<file path="src/rtl/robot_pkg.sv">
// robot_pkg
//   Shared definitions for the random parameter generator that feeds the
//   motion-decision FSM: sequencer state encoding, LFSR feedback taps, and
//   the angle/time range constants with their mapping helpers.
//   No ports (package).
package robot_pkg;

  typedef enum logic [2:0] {
    IDLE    = 3'd0,
    CAPTURE = 3'd1,
    RED1    = 3'd2,
    RED2    = 3'd3,
    PRESENT = 3'd4
  } state_e;

  // x^16 + x^14 + x^13 + x^11 + 1, expressed as register bits 15/13/12/10
  localparam logic [15:0] LFSR_TAPS  = 16'hB400;
  localparam logic [9:0]  ANGLE_FULL = 10'd360;
  localparam logic [9:0]  TIME_SAT   = 10'd1023;

  // One conditional-subtract stage of the modulo-360 reduction.
  function automatic logic [9:0] reduce_angle(input logic [9:0] a);
    return (a >= ANGLE_FULL) ? (a - ANGLE_FULL) : a;
  endfunction

  // Floor plus masked raw time, summed at 11 bits so overflow can saturate.
  function automatic logic [9:0] map_time(input logic [9:0] raw,
                                          input logic [9:0] tmin,
                                          input logic [9:0] tmask);
    logic [10:0] sum;
    sum = {1'b0, tmin} + {1'b0, raw & tmask};
    return sum[10] ? TIME_SAT : sum[9:0];
  endfunction

endpackage

</file>
<file path="src/rtl/lfsr16.sv">
// lfsr16
//   Free-running 16-bit Fibonacci LFSR (shift left, parity of tap bits
//   enters at bit 0). Shifts every cycle; a load overrides the shift.
//   The all-zero lock-up state is escaped by reloading SEED.
// Ports
//   clk       in   system clock, rising edge
//   rst       in   asynchronous active-low reset (loads SEED)
//   load      in   load load_val instead of shifting this cycle
//   load_val  in   16-bit value to load
//   q         out  current LFSR state
module lfsr16
  import robot_pkg::*;
#(
  parameter logic [15:0] SEED = 16'hACE1
) (
  input  logic        clk,
  input  logic        rst,
  input  logic        load,
  input  logic [15:0] load_val,
  output logic [15:0] q
);

  logic [15:0] q_q;
  logic [15:0] q_d;

  always_comb begin
    q_d = {q_q[14:0], ^(q_q & LFSR_TAPS)};
    if (load) begin
      q_d = load_val;
    end else if (q_q == 16'h0000) begin
      q_d = SEED;
    end
  end

  always_ff @(posedge clk or negedge rst) begin
    if (!rst) begin
      q_q <= SEED;
    end else begin
      q_q <= q_d;
    end
  end

  assign q = q_q;

endmodule

</file>
<file path="src/rtl/random_param_gen.sv">
// random_param_gen
//   Supplies RandomTime/RandomAngle to the motion-decision FSM. A RandomLoad
//   request captures the free-running LFSR, reduces the angle into 0..359
//   over two subtract stages, floors and saturates the time, and presents
//   both with a one-cycle rand_valid pulse. One request can be queued while
//   busy; further requests during that time are dropped.
//   Optional macro RAND_SEED_LOAD_EN adds seed_load/seed_in to reseed the
//   LFSR at run time (seed_in of zero loads SEED).
// Ports
//   clk          in   system clock, rising edge
//   rst          in   asynchronous active-low reset
//   RandomLoad   in   request, level-sampled every clock
//   seed_load    in   (RAND_SEED_LOAD_EN) reseed LFSR this cycle
//   seed_in      in   (RAND_SEED_LOAD_EN) reseed value
//   RandomTime   out  mapped drive time, held between updates
//   RandomAngle  out  mapped turn angle 0..359, held between updates
//   rand_valid   out  one-cycle pulse with new output values
//   busy         out  high whenever the sequencer is not IDLE
//
// state   | meaning
// IDLE    | waiting for a request or a pending request
// CAPTURE | latch raw angle/time bits from the LFSR
// RED1    | first angle reduction stage
// RED2    | second angle reduction stage (angle now 0..359)
// PRESENT | drive outputs and pulse rand_valid
module random_param_gen
  import robot_pkg::*;
#(
  parameter logic [15:0] SEED      = 16'hACE1,
  parameter logic [9:0]  TIME_MIN  = 10'd8,
  parameter logic [9:0]  TIME_MASK = 10'h0FF
) (
  input  logic        clk,
  input  logic        rst,
  input  logic        RandomLoad,
`ifdef RAND_SEED_LOAD_EN
  input  logic        seed_load,
  input  logic [15:0] seed_in,
`endif
  output logic [9:0]  RandomTime,
  output logic [9:0]  RandomAngle,
  output logic        rand_valid,
  output logic        busy
);

  logic [15:0] lfsr;
  logic        lfsr_load;
  logic [15:0] lfsr_load_val;

`ifdef RAND_SEED_LOAD_EN
  assign lfsr_load     = seed_load;
  assign lfsr_load_val = (seed_in == 16'h0000) ? SEED : seed_in;
`else
  assign lfsr_load     = 1'b0;
  assign lfsr_load_val = SEED;
`endif

  lfsr16 #(.SEED(SEED)) u_lfsr (
    .clk      (clk),
    .rst      (rst),
    .load     (lfsr_load),
    .load_val (lfsr_load_val),
    .q        (lfsr)
  );

  state_e      state_q;
  logic        pending_q;
  logic [9:0]  raw_a_q;
  logic [9:0]  raw_t_q;
  logic [9:0]  time_q;
  logic [9:0]  angle_q;
  logic        valid_q;

  always_ff @(posedge clk or negedge rst) begin
    if (!rst) begin
      state_q   <= IDLE;
      pending_q <= 1'b0;
      raw_a_q   <= '0;
      raw_t_q   <= '0;
      time_q    <= '0;
      angle_q   <= '0;
      valid_q   <= 1'b0;
    end else begin
      valid_q <= 1'b0;
      // Any request outside IDLE (PRESENT included) queues one deep; a
      // request while already pending leaves the flag set, i.e. is dropped.
      if ((state_q != IDLE) && RandomLoad) begin
        pending_q <= 1'b1;
      end
      case (state_q)
        IDLE: begin
          if (RandomLoad || pending_q) begin
            state_q   <= CAPTURE;
            pending_q <= 1'b0;
          end
        end
        CAPTURE: begin
          raw_a_q <= lfsr[9:0];
          raw_t_q <= lfsr[15:6];
          state_q <= RED1;
        end
        RED1: begin
          raw_a_q <= reduce_angle(raw_a_q);
          state_q <= RED2;
        end
        RED2: begin
          raw_a_q <= reduce_angle(raw_a_q);
          state_q <= PRESENT;
        end
        PRESENT: begin
          angle_q <= raw_a_q;
          time_q  <= map_time(raw_t_q, TIME_MIN, TIME_MASK);
          valid_q <= 1'b1;
          state_q <= IDLE;
        end
        default: state_q <= IDLE;
      endcase
    end
  end

  assign RandomTime  = time_q;
  assign RandomAngle = angle_q;
  assign rand_valid  = valid_q;
  assign busy        = (state_q != IDLE);

endmodule

</file>
<file path="config.mk">
export PLATFORM = sky130hd
export DESIGN_NAME = random_param_gen
export DESIGN_NICKNAME = d
export VERILOG_FILES = /design/src/rtl/robot_pkg.sv /design/src/rtl/lfsr16.sv /design/src/rtl/random_param_gen.sv
export SDC_FILE = /design/constraint.sdc
export NUM_CORES = 1
export LEC_CHECK = 0
export ABC_CLOCK_PERIOD_IN_PS = 1400
export CORE_MARGIN = 4
export CORE_UTILIZATION = 50
export CTS_CLUSTER_SIZE = 24
export DETAILED_ROUTE_END_ITERATION = 12
export PLACE_DENSITY = 0.74
export SLEW_MARGIN = 20
export SYNTH_ARGS = -nofsm -noshare
export SYNTH_HDL_FRONTEND = slang
export SYNTH_SLANG_ARGS = --single-unit
</file>
<file path="constraint.sdc">
create_clock -name clk -period 1.4 [get_ports clk]
set_input_delay 0.42 -clock clk [delete_from_list [all_inputs] [get_ports clk]]
set_output_delay 0.42 -clock clk [all_outputs]
set_load 0.1 [all_outputs]
</file>
# == Yosys cells after proc, flatten, opt, wreduce, memory -nomap -nowiden ==
# Cells that the tools add are included.
# classes
addsub,2
eq_ne,6
magnitude_cmp,1
reduce_logical,9
mux,10
# ops
cell,n
$mux W10,2
$pmux W10 S2,1
$logic_not A16 Y1,1
$mux W16,1
$reduce_xor A16 Y1,1
$pmux W3 S4,1
$ge A10 B9 Y1 const B,1
$sub A10 B9 Y10 const B,1
$add A4 B8 Y9 const A,1
$eq A3 B2 Y1 const B,2
$mux W1,4
$eq A3 B1 Y1 const B,1
$eq A3 B3 Y1 const B,1
$logic_not A3 Y1,1
$mux W3,1
$reduce_bool A3 Y1,1
$ne A2 B1 Y1 const B,1
$ne A2 B2 Y1 const B,1
$reduce_and A2 Y1,1
$reduce_bool A2 Y1,1
$reduce_or A2 Y1,1
$logic_and A1 B1 Y1,1
$logic_or A1 B1 Y1,1
# totals
wordCells,36
regBits,59
input_bits,3

# == Longest topological paths before layout ==
# Gate-level depths: netlist (run 1).
# depth
word_depth,5
mapped_depth,7
mapped_depth_nobuf,6

# == By module ==
# Synthesis (run 1) repeated with hierarchy kept, for this count alone.
# unflattened
hier_cells,262
area_unflattened_um2,2665.1
# modules_own_cells
mod,seq_area_each_um2,n_inst,area_per_inst_um2,cells_per_inst
random_param_gen,1051.0,1,1919.3,208
lfsr16,410.4,1,745.7,54

# == Least setup slack after synthesis (run 1) ==
# Ideal clock, no wire load.
# synth_timing
kind,reg-to-output
startpoint,register state_q[2]
endpoint,output busy
setup_slack_ps,-274
required_ps,980
t_arrival_ps,1254
path_stages_with_launch,3
path_buffers,1
path_cell_list,dfrtp_1 buf_2 or3_1
# synth_via
elab_chain_cells,1
# synth_lines
item,line,source
from (decl),random_param_gen.sv:66,state_e state_q;
from (signal assigned),random_param_gen.sv:76,state_q <= IDLE;
from (signal assigned),random_param_gen.sv:93,state_q <= CAPTURE;
from (signal assigned),random_param_gen.sv:100,state_q <= RED1;
$reduce_bool A3 Y1,random_param_gen.sv:124,assign busy = (state_q != IDLE);
to (decl),random_param_gen.sv:43,output logic busy
# No other way between the ends.

# == Worst setup path after layout (run 1) ==
# layout_timing
startpoint,register state_q[0]
endpoint,output busy
# The elaborated chain is that of the path after synthesis.

==> results of run 1 <==
[per-layer routing]
layer / GRT usage / wire length (µm) / vias to the layer above / share of wire
li1: - / - / 853 / -
met2: 0.314 / 2820 / 59 / 0.49
met5: 0 / 0 / - / 0
met4: 0.115 / 182 / 0 / 0.032
met3: 0.0661 / 280 / 16 / 0.049
met1: 0.252 / 2470 / 921 / 0.43
[flip-flops by register name (all words and copies together), names as in the netlist]
| signal | cells |
|---|---|
| u_lfsr.q | 16 |
| RandomAngle | 10 |
| raw_a_q | 10 |
| RandomTime | 9 |
| raw_t_q | 8 |
| state_q | 3 |
| pending_q | 1 |
| rand_valid | 1 |
[cells by family (layout without fill, tap and decap cells)]
group	count (synthesis)	count (layout)
compound gates	36	36
xor+xnor	6	6
fa+ha+maj	3	3
buf+inv	24	76
flops	58	58
mux	12	12
other cells	1	1
simple gates	83	83
[repair_timing]
| action | CTS | global route |
|---|---|---|
| cloned | 1 | 1 |
| pin swaps | 7 | 6 |
| gates resized for setup | 37 | 24 |
| hold endpoints to repair | 0 | 0 |
| buffers inserted | 6 | 5 |
| setup endpoints to repair | 9 | 50 |
[critical path: stages (launching register included)]
cell and delay, ps:
dfrtp_1 420, or3_4 370, buf_12 180
[stage by stage]
step / cell area [µm²] / setup slack, ps / setup TNS (ps) / util / hold slack (ps)
6_report: 3570 / -331 / -6040 / 0.755 / 68.1
5_1_grt: 3570 / -364 / -8620 / 0.755 / 95.0
4_1_cts: 3450 / -339 / -7350 / 0.730 / 80.3
3_5_place_dp: 3060 / -51.9 / -210 / 0.648 / 401
3_3_place_gp: 3060 / -22.1 / -22.1 / 0.648 / 402
2_1_floorplan: 2450 / -33.9 / -68.8 / - / 124
[cell usage after synthesis (all sizes together)]
cell | instances | area [µm²]
dfrtp | 50 | 1250
nand2 | 45 | 169
o21ai | 14 | 73.8
clkbuf | 11 | 42.5
mux2 | 11 | 124
nor2 | 9 | 36.3
dfstp | 8 | 210
nand2b | 8 | 50.1
buf | 7 | 42.5
inv | 6 | 22.5
nor3 | 4 | 20.0
a211oi | 3 | 22.5
a21oi | 3 | 18.8
ha | 3 | 37.5
nand3 | 3 | 15.0
o211ai | 3 | 22.5
xnor2 | 3 | 26.3
xor2 | 3 | 26.3
a2111oi | 2 | 20.0
a22oi | 2 | 15.0
a2bb2oi | 2 | 17.5
and2 | 2 | 12.5
nand3b | 2 | 15.0
nor2b | 2 | 12.5
nor4 | 2 | 12.5
o21a | 2 | 15.0
a221oi | 1 | 8.76
a32o | 1 | 10.0
and3b | 1 | 8.76
conb | 1 | 3.75
mux2i | 1 | 10.0
nand4 | 1 | 6.26
nor3b | 1 | 7.51
nor4b | 1 | 8.76
o211a | 1 | 17.5
o22a | 1 | 8.76
o2bb2ai | 1 | 8.76
or2 | 1 | 6.26
or3 | 1 | 6.26
[cell type report]
class | count | area share
flip-flops and latches | 58 | 0.410
multi-input cells | 141 | 0.302
repair buffers | 55 | 0.201
clock buffers | 13 | 0.0474
well taps | 67 | 0.0235
clock inverters | 2 | 0.00982
inverters | 6 | 0.00631
[placed cells by master (no fill, tap or decap), types with 3 or more instances in the layout]
cell	netlist	routed
o21ai_0	12	10
o211ai_1	3	3
dfstp_2	8	8
xnor2_1	3	3
nand2b_1	8	7
buf_4	3	23
nor2_1	8	6
clkbuf_8	0	12
inv_1	6	4
nand2_1	45	43
nor3_1	4	4
buf_12	0	22
xor2_1	3	3
buf_6	0	6
dfrtp_1	50	49
mux2_4	0	11
[final timing paths]
check,from,endpoint
setup / recovery,state_q[0]$_DFFE_PN0P_,busy
setup reg to reg,state_q[1]$_DFFE_PN0P_,raw_t_q[5]$_DFFE_PN0P_
max in group asynchronous,rst,u_lfsr.q[0]$_DFF_PN1_
hold reg to reg,u_lfsr.q[11]$_DFF_PN1_,u_lfsr.q[12]$_DFF_PN0_
hold / removal,rst,RandomAngle[4]$_DFFE_PN0P_
min in group clk,u_lfsr.q[11]$_DFF_PN1_,u_lfsr.q[12]$_DFF_PN0_
==> flow_metrics.tcl, run 1 <==
set metrics [dict create \
    first_pass_iters 5 \
    synth-xor-area-share 0.0215 \
    wirelength_um 5760 \
    dieArea_mm2 0.00607 \
    rsz0062_at_grt "true" \
    grt_max_degree 59 \
    holdBufCountCts 0 \
    violations "setup timing" \
    ys_warn_count 0 \
    gp_congestion 0.890 \
    synth_top_family_by_area "simple AND/OR/NAND/NOR gates" \
    antenna_found_initial 0 \
    cts.clk_slew.worst_paths_ps 70 \
    routedWlPerCell_um 16.8 \
    synth.ff_latch_count 58 \
    clk_latency_ps 340 \
    drc 0 \
    drt.antenna.violating_nets 0 \
    h-tree-depth 3 \
    vias_per_cell 5.41 \
    r2r_slack_ps -250 \
    cts_buffer_depth 2 \
    drv_cap 0 \
    synth_cells 223 \
    dp_cells 317 \
    finalNonFillerCells 342 \
    grt_pass1_vias 1880 \
    layout-area-overhead-vs-synth_pct 46.1 \
    die_w_um 77.9 \
    hold_class "input port to async pin" \
    synth_area_per_cell_um2 11.0 \
    hold_viol 0 \
    multi_input_area_mm2 0.00108 \
    post-route-period-util 1.24 \
    finalSetupViolCount 40 \
    syn_area_mm2 0.00244 \
    nFillCells 288 \
    antenna-diode-count 0 \
    required_ps 980 \
    seq_area_frac_synth 0.598 \
    dp_hpwl_um 3510 \
    clkSinkCount 58 \
    fmax_ghz 0.578 \
    io_pins 25 \
    nets 277 \
    setup_ws_ps -331 \
    grt.total_usage 0.204 \
    synth_mux_area_frac 0.0548 \
    rows 25 \
    skew_ps 9.07 \
    grt_pass1_wl_um 9190 \
    ctsRootBufferMaster "clkbuf_8" \
    finalCriticalPeriod_ps 1730 \
    portBuffers 23 \
    cp-end-kind "output port" \
    area.sequential_mm2 0.00146 \
    ys_types 46 \
    vias 1849 \
    slew_violations 0 \
    start_kind "flop" \
    cp_max_fo 4 \
    yosys.area_share.adder 0.0154 \
    first_iter_violations 130 \
    cts_tree "built" \
    synth-compound-area-share 0.106 \
    synth_nets 229 \
    crit_type "flop to output port" \
    initial_core_util 0.517 \
    core_area_mm2 0.00472 \
    synth-simple-area-share 0.158 \
    grt_overflow 0 \
    ff2ff_path_depth 6 \
    layout-drive-gt1-share 0.415 \
    status "complete, but fails checks" \
    die_y_um 77.9 \
    numCtsBuffers 9 \
    arrival_ps 1310 \
]
Power of run 1 is left out: the tool's default activity adds up to more than one toggle a clock period on the data nets, which glitch-free logic cannot reach.
==> run 2, diff against run 1 <==
--- a/config.mk
+++ b/config.mk
@@ -6,12 +6,15 @@
 export NUM_CORES = 1
 export LEC_CHECK = 0
 export ABC_CLOCK_PERIOD_IN_PS = 1400
+export CELL_PAD_IN_SITES_DETAIL_PLACEMENT = 0
+export CELL_PAD_IN_SITES_GLOBAL_PLACEMENT = 1
 export CORE_MARGIN = 4
-export CORE_UTILIZATION = 50
+export CORE_UTILIZATION = 40
 export CTS_CLUSTER_SIZE = 24
 export DETAILED_ROUTE_END_ITERATION = 12
-export PLACE_DENSITY = 0.74
-export SLEW_MARGIN = 20
+export PLACE_DENSITY_LB_ADDON = 0.1
+export SLEW_MARGIN = 30
 export SYNTH_ARGS = -nofsm -noshare
 export SYNTH_HDL_FRONTEND = slang
 export SYNTH_SLANG_ARGS = --single-unit
+export TNS_END_PERCENT = 20
==> run 2 against run 1 <==
Compared with the run above:
- design area down 1.4%
- critical endpoint unchanged
- sequential share of layout area increased by 0.60 points
- the flow still finishes with violations (setup timing)
- clock skew is 0.60 ps higher
==> flow_metrics.tcl, run 2 (synthesized netlist as in run 1, its figures left out) <==
set metrics [dict create \
    hold_viol 0 \
    hold_depth 0 \
    wirelength_um 5320 \
    drv_cap 0 \
    arrival_ps 1320 \
    h-tree-depth 3 \
    cts_tree "built" \
    dp_cells 319 \
    portBuffers 23 \
    cp_max_fo 2 \
    setup_ws_ps -339 \
    final_cell_mix "dfrtp_1, nand2_1, buf_12" \
    violations "setup timing" \
    r2r_slack_ps -60 \
    rsz0062_at_grt "true" \
    finalCriticalPeriod_ps 1740 \
    post-route-util 0.594 \
    required_ps 980 \
    finalSetupViolCount 16 \
    reg2reg_to "raw_a_q[3]$_DFFE_PN0P_" \
    io_pins 25 \
    first_pass_iters 4 \
    die_y_um 86.1 \
    largest_reg_flops 16 \
    ff2ff_path_depth 5 \
    clk_latency_ps 330 \
    numCtsBuffers 9 \
    status "complete, but fails checks" \
    rows 28 \
    cp-startpoint "state_q[1]$_DFFE_PN0P_" \
    fin_hold_ws_ps 419 \
    dp_hpwl_um 3620 \
    skew_ps 9.68 \
    layout-drive-gt1-share 0.415 \
    cts.clk_slew.worst_paths_ps 70 \
    layout-area-overhead-vs-synth_pct 44.1 \
    grt_overflow 0 \
    ctsRootBufferMaster "clkbuf_8" \
    grt_max_degree 28 \
    fmax_ghz 0.575 \
    antenna-diode-count 0 \
    slew_violations 0 \
    clkSinkCount 58 \
    grt_pass1_wl_um 8980 \
    vias 1748 \
    first_iter_violations 75 \
    core_area_mm2 0.00592 \
    hold_class "flop to flop" \
    drt.antenna.violating_nets 0 \
    nFillCells 461 \
    drc 0 \
    antenna_found_initial 0 \
    cp-end-kind "output port" \
    post-route-period-util 1.24 \
    grt.total_usage 0.160 \
    grt_pass1_vias 1781 \
    die_w_um 86.1 \
    crit_type "flop to output port" \
    routedWlPerCell_um 15.3 \
    vias_per_cell 5.04 \
    setup.worst_path.end "busy" \
    cts_buffer_depth 2 \
    gp_congestion 0.893 \
    start_kind "flop" \
    dieArea_mm2 0.00742 \
    layout_commonest_cell "dfrtp_1" \
    finalNonFillerCells 347 \
    initial_core_util 0.413 \
    nets 273 \
    reg2reg_from "raw_a_q[5]$_DFFE_PN0P_" \
]
run 2: critical path, stage by stage, from the launching register on:
cell and delay (ps):
dfrtp_2 420, or3_4 390, buf_12 180
run 2: what timing repair did:
action | in CTS | in global routing
endpoints found under the hold margin | 10 | 0
hold buffers | 1 | 0
cloned | 0 | 1
setup endpoints to repair | 20 | 41
buffers inserted | 4 | 7
gates resized for setup | 22 | 25
pin swaps | 4 | 11
run 2: worst min path at each step:
stage	start	to	slack, ps
global placement	rst	RandomAngle[4]$_DFFE_PN0P_	340
global route	u_lfsr.q[11]$_DFF_PN1_	u_lfsr.q[12]$_DFF_PN0_	420
finish	u_lfsr.q[11]$_DFF_PN1_	u_lfsr.q[12]$_DFF_PN0_	420
detailed placement	rst	RandomAngle[4]$_DFFE_PN0P_	350
CTS	u_lfsr.q[0]$_DFF_PN1_	u_lfsr.q[1]$_DFF_PN0_	420
floorplan	rst	RandomAngle[0]$_DFFE_PN0P_	120
run 2: per-layer routing:
layer | share of wire | GRT usage | vias to the layer above | wire length (µm)
met3 | 0.040 | 0.0413 | 4 | 215
met2 | 0.47 | 0.242 | 33 | 2510
met5 | 0 | 0 | - | 0
met4 | 0.0096 | 0.0705 | 0 | 51
met1 | 0.48 | 0.216 | 872 | 2550
li1 | - | - | 839 | -
run 2: stage by stage:
step / cell area, µm² / setup WS (ps) / TNS (ps)
global placement: 3040 / -37.6 / -122
detailed placement: 3040 / -110 / -587
floorplan: 2450 / -33.9 / -68.8
global route: 3520 / -384 / -2040
finish: 3520 / -339 / -845
CTS: 3310 / -354 / -515
run 2: final cells by class:
| class | instances | area [µm²] | area share |
|---|---|---|---|
| inverters | 6 | 22.5 | 0.00640 |
| clock inverters | 5 | 30.0 | 0.00853 |
| flip-flops and latches | 58 | 1460 | 0.416 |
| repair buffers | 50 | 684 | 0.195 |
| multi-input cells | 142 | 1080 | 0.308 |
| clock buffers | 11 | 141 | 0.0402 |
| well taps | 75 | 93.8 | 0.0267 |
Power of run 2 is left out for the same reason.
==> run 3, diff against run 2 <==
--- a/config.mk
+++ b/config.mk
@@ -13,6 +13,7 @@
 export CTS_CLUSTER_SIZE = 24
 export DETAILED_ROUTE_END_ITERATION = 12
 export PLACE_DENSITY_LB_ADDON = 0.1
+export SETUP_SLACK_MARGIN = 0.05
 export SLEW_MARGIN = 30
 export SYNTH_ARGS = -nofsm -noshare
 export SYNTH_HDL_FRONTEND = slang
==> run 3 against run 2 <==
Compared with the run above:
- the flow still finishes with violations (setup timing)
- sequential cell count unchanged
- global-route usage increased by 0.26 points
- clock skew increased by 0.53 ps
- core utilization increased by 1.1 points
- worst hold slack got worse by 2.4 ps
- via count decreased by 0.86%
- cell count increased by 1.2%
- critical path depth unchanged
==> flow_metrics.tcl, run 3 (synthesized netlist as in run 1, its figures left out) <==
set metrics [dict create \
    status "complete, but fails checks" \
    violations "setup timing" \
    slew_violations 0 \
    vias_per_cell 4.94 \
    dieArea_mm2 0.00742 \
    final_cell_mix "dfrtp_1, nand2_1, buf_12" \
    nets 277 \
    cp-end-kind "output port" \
    antenna-diode-count 0 \
    ctsRootBufferMaster "clkbuf_8" \
    die_w_um 86.1 \
    layout_commonest_cell "dfrtp_1" \
    wirelength_um 5370 \
    cp_max_fo 2 \
    rows 28 \
    grt_pass1_vias 1824 \
    clk_latency_ps 330 \
    hold_class "flop to flop" \
    fmax_ghz 0.576 \
    numCtsBuffers 9 \
    grt_overflow 0 \
    gp_congestion 0.893 \
    grt.total_usage 0.163 \
    cts_tree "built" \
    setup_ws_ps -336 \
    portBuffers 23 \
    arrival_ps 1320 \
    die_y_um 86.1 \
    first_iter_violations 97 \
    antenna_found_initial 0 \
    cts.clk_slew.worst_paths_ps 70 \
    hold_viol 0 \
    layout-area-overhead-vs-synth_pct 46.7 \
    vias 1733 \
    routedWlPerCell_um 15.3 \
    skew_ps 10.2 \
    drc 0 \
    layout-drive-gt1-share 0.446 \
    post-route-util 0.605 \
    crit_type "flop to output port" \
    start_kind "flop" \
    required_ps 980 \
    h-tree-depth 3 \
    io_pins 25 \
    dp_hpwl_um 3620 \
    drv_cap 0 \
    drt.antenna.violating_nets 0 \
    core_area_mm2 0.00592 \
    finalCriticalPeriod_ps 1740 \
    initial_core_util 0.413 \
    post-route-period-util 1.24 \
    finalSetupViolCount 9 \
    cts_buffer_depth 2 \
    nFillCells 468 \
    clkSinkCount 58 \
    rsz0062_at_grt "true" \
    grt_pass1_wl_um 9150 \
    grt_max_degree 28 \
    largest_reg_flops 16 \
    first_pass_iters 4 \
]
[run 3: final timing paths]
kind                       slack, ps  cells past startpoint                          to                    from
hold reg to reg                  420                      0      u_lfsr.q[12]$_DFF_PN0_  u_lfsr.q[11]$_DFF_PN1_
setup / recovery                -340                      2                        busy  state_q[1]$_DFFE_PN0P_
min in group asynchronous        540                      2  RandomAngle[4]$_DFFE_PN0P_                     rst
max in group asynchronous        360                      3       u_lfsr.q[5]$_DFF_PN1_                     rst
setup reg to reg                 -70                      6      raw_a_q[3]$_DFFE_PN0P_  state_q[1]$_DFFE_PN0P_
hold / removal                   420                      0      u_lfsr.q[12]$_DFF_PN0_  u_lfsr.q[11]$_DFF_PN1_
[run 3: per-stage QoR]
step	std cells	instance area [µm²]	setup WS, ps	TNS, ps	hold slack [ps]
after floorplan	223	2450	-33.9	-68.8	124
after global placement	319	3040	-37.6	-122	339
after detailed placement	319	3040	-110	-587	346
after CTS	341	3360	-354	-793	415
after global routing	351	3580	-384	-1950	421
final	351	3580	-336	-612	417
[run 3: final cells by class]
class | count | area (µm²) | share of cell area
clock inverter | 5 | 30.0 | 0.00838
inverter | 6 | 25.0 | 0.00698
tap | 75 | 93.8 | 0.0262
sequential | 58 | 1470 | 0.409
multi-input combinational | 141 | 1090 | 0.304
clock buffer | 11 | 141 | 0.0395
timing repair buffer | 55 | 739 | 0.206
[run 3: timing repair]
action | CTS | global route
gates cloned | 1 | 0
gates resized for setup | 28 | 27
hold buffers | 1 | 0
buffers inserted | 4 | 10
endpoints found under the hold margin | 10 | 0
pin swaps | 6 | 7
setup endpoints to repair | 58 | 66
[run 3: worst max-delay path: stages (launching register included)]
cell and delay [ps]:
dfrtp_2 420, or3_4 390, buf_12 180
[run 3: metal layers]
| layer | part of all wire | GRT usage | wire [µm] |
|---|---|---|---|
| met5 | 0 | 0 | 0 |
| met4 | 0.014 | 0.0705 | 73 |
| met3 | 0.036 | 0.0423 | 195 |
| met2 | 0.48 | 0.249 | 2580 |
| met1 | 0.47 | 0.218 | 2530 |
Power of run 3 is left out for the same reason.
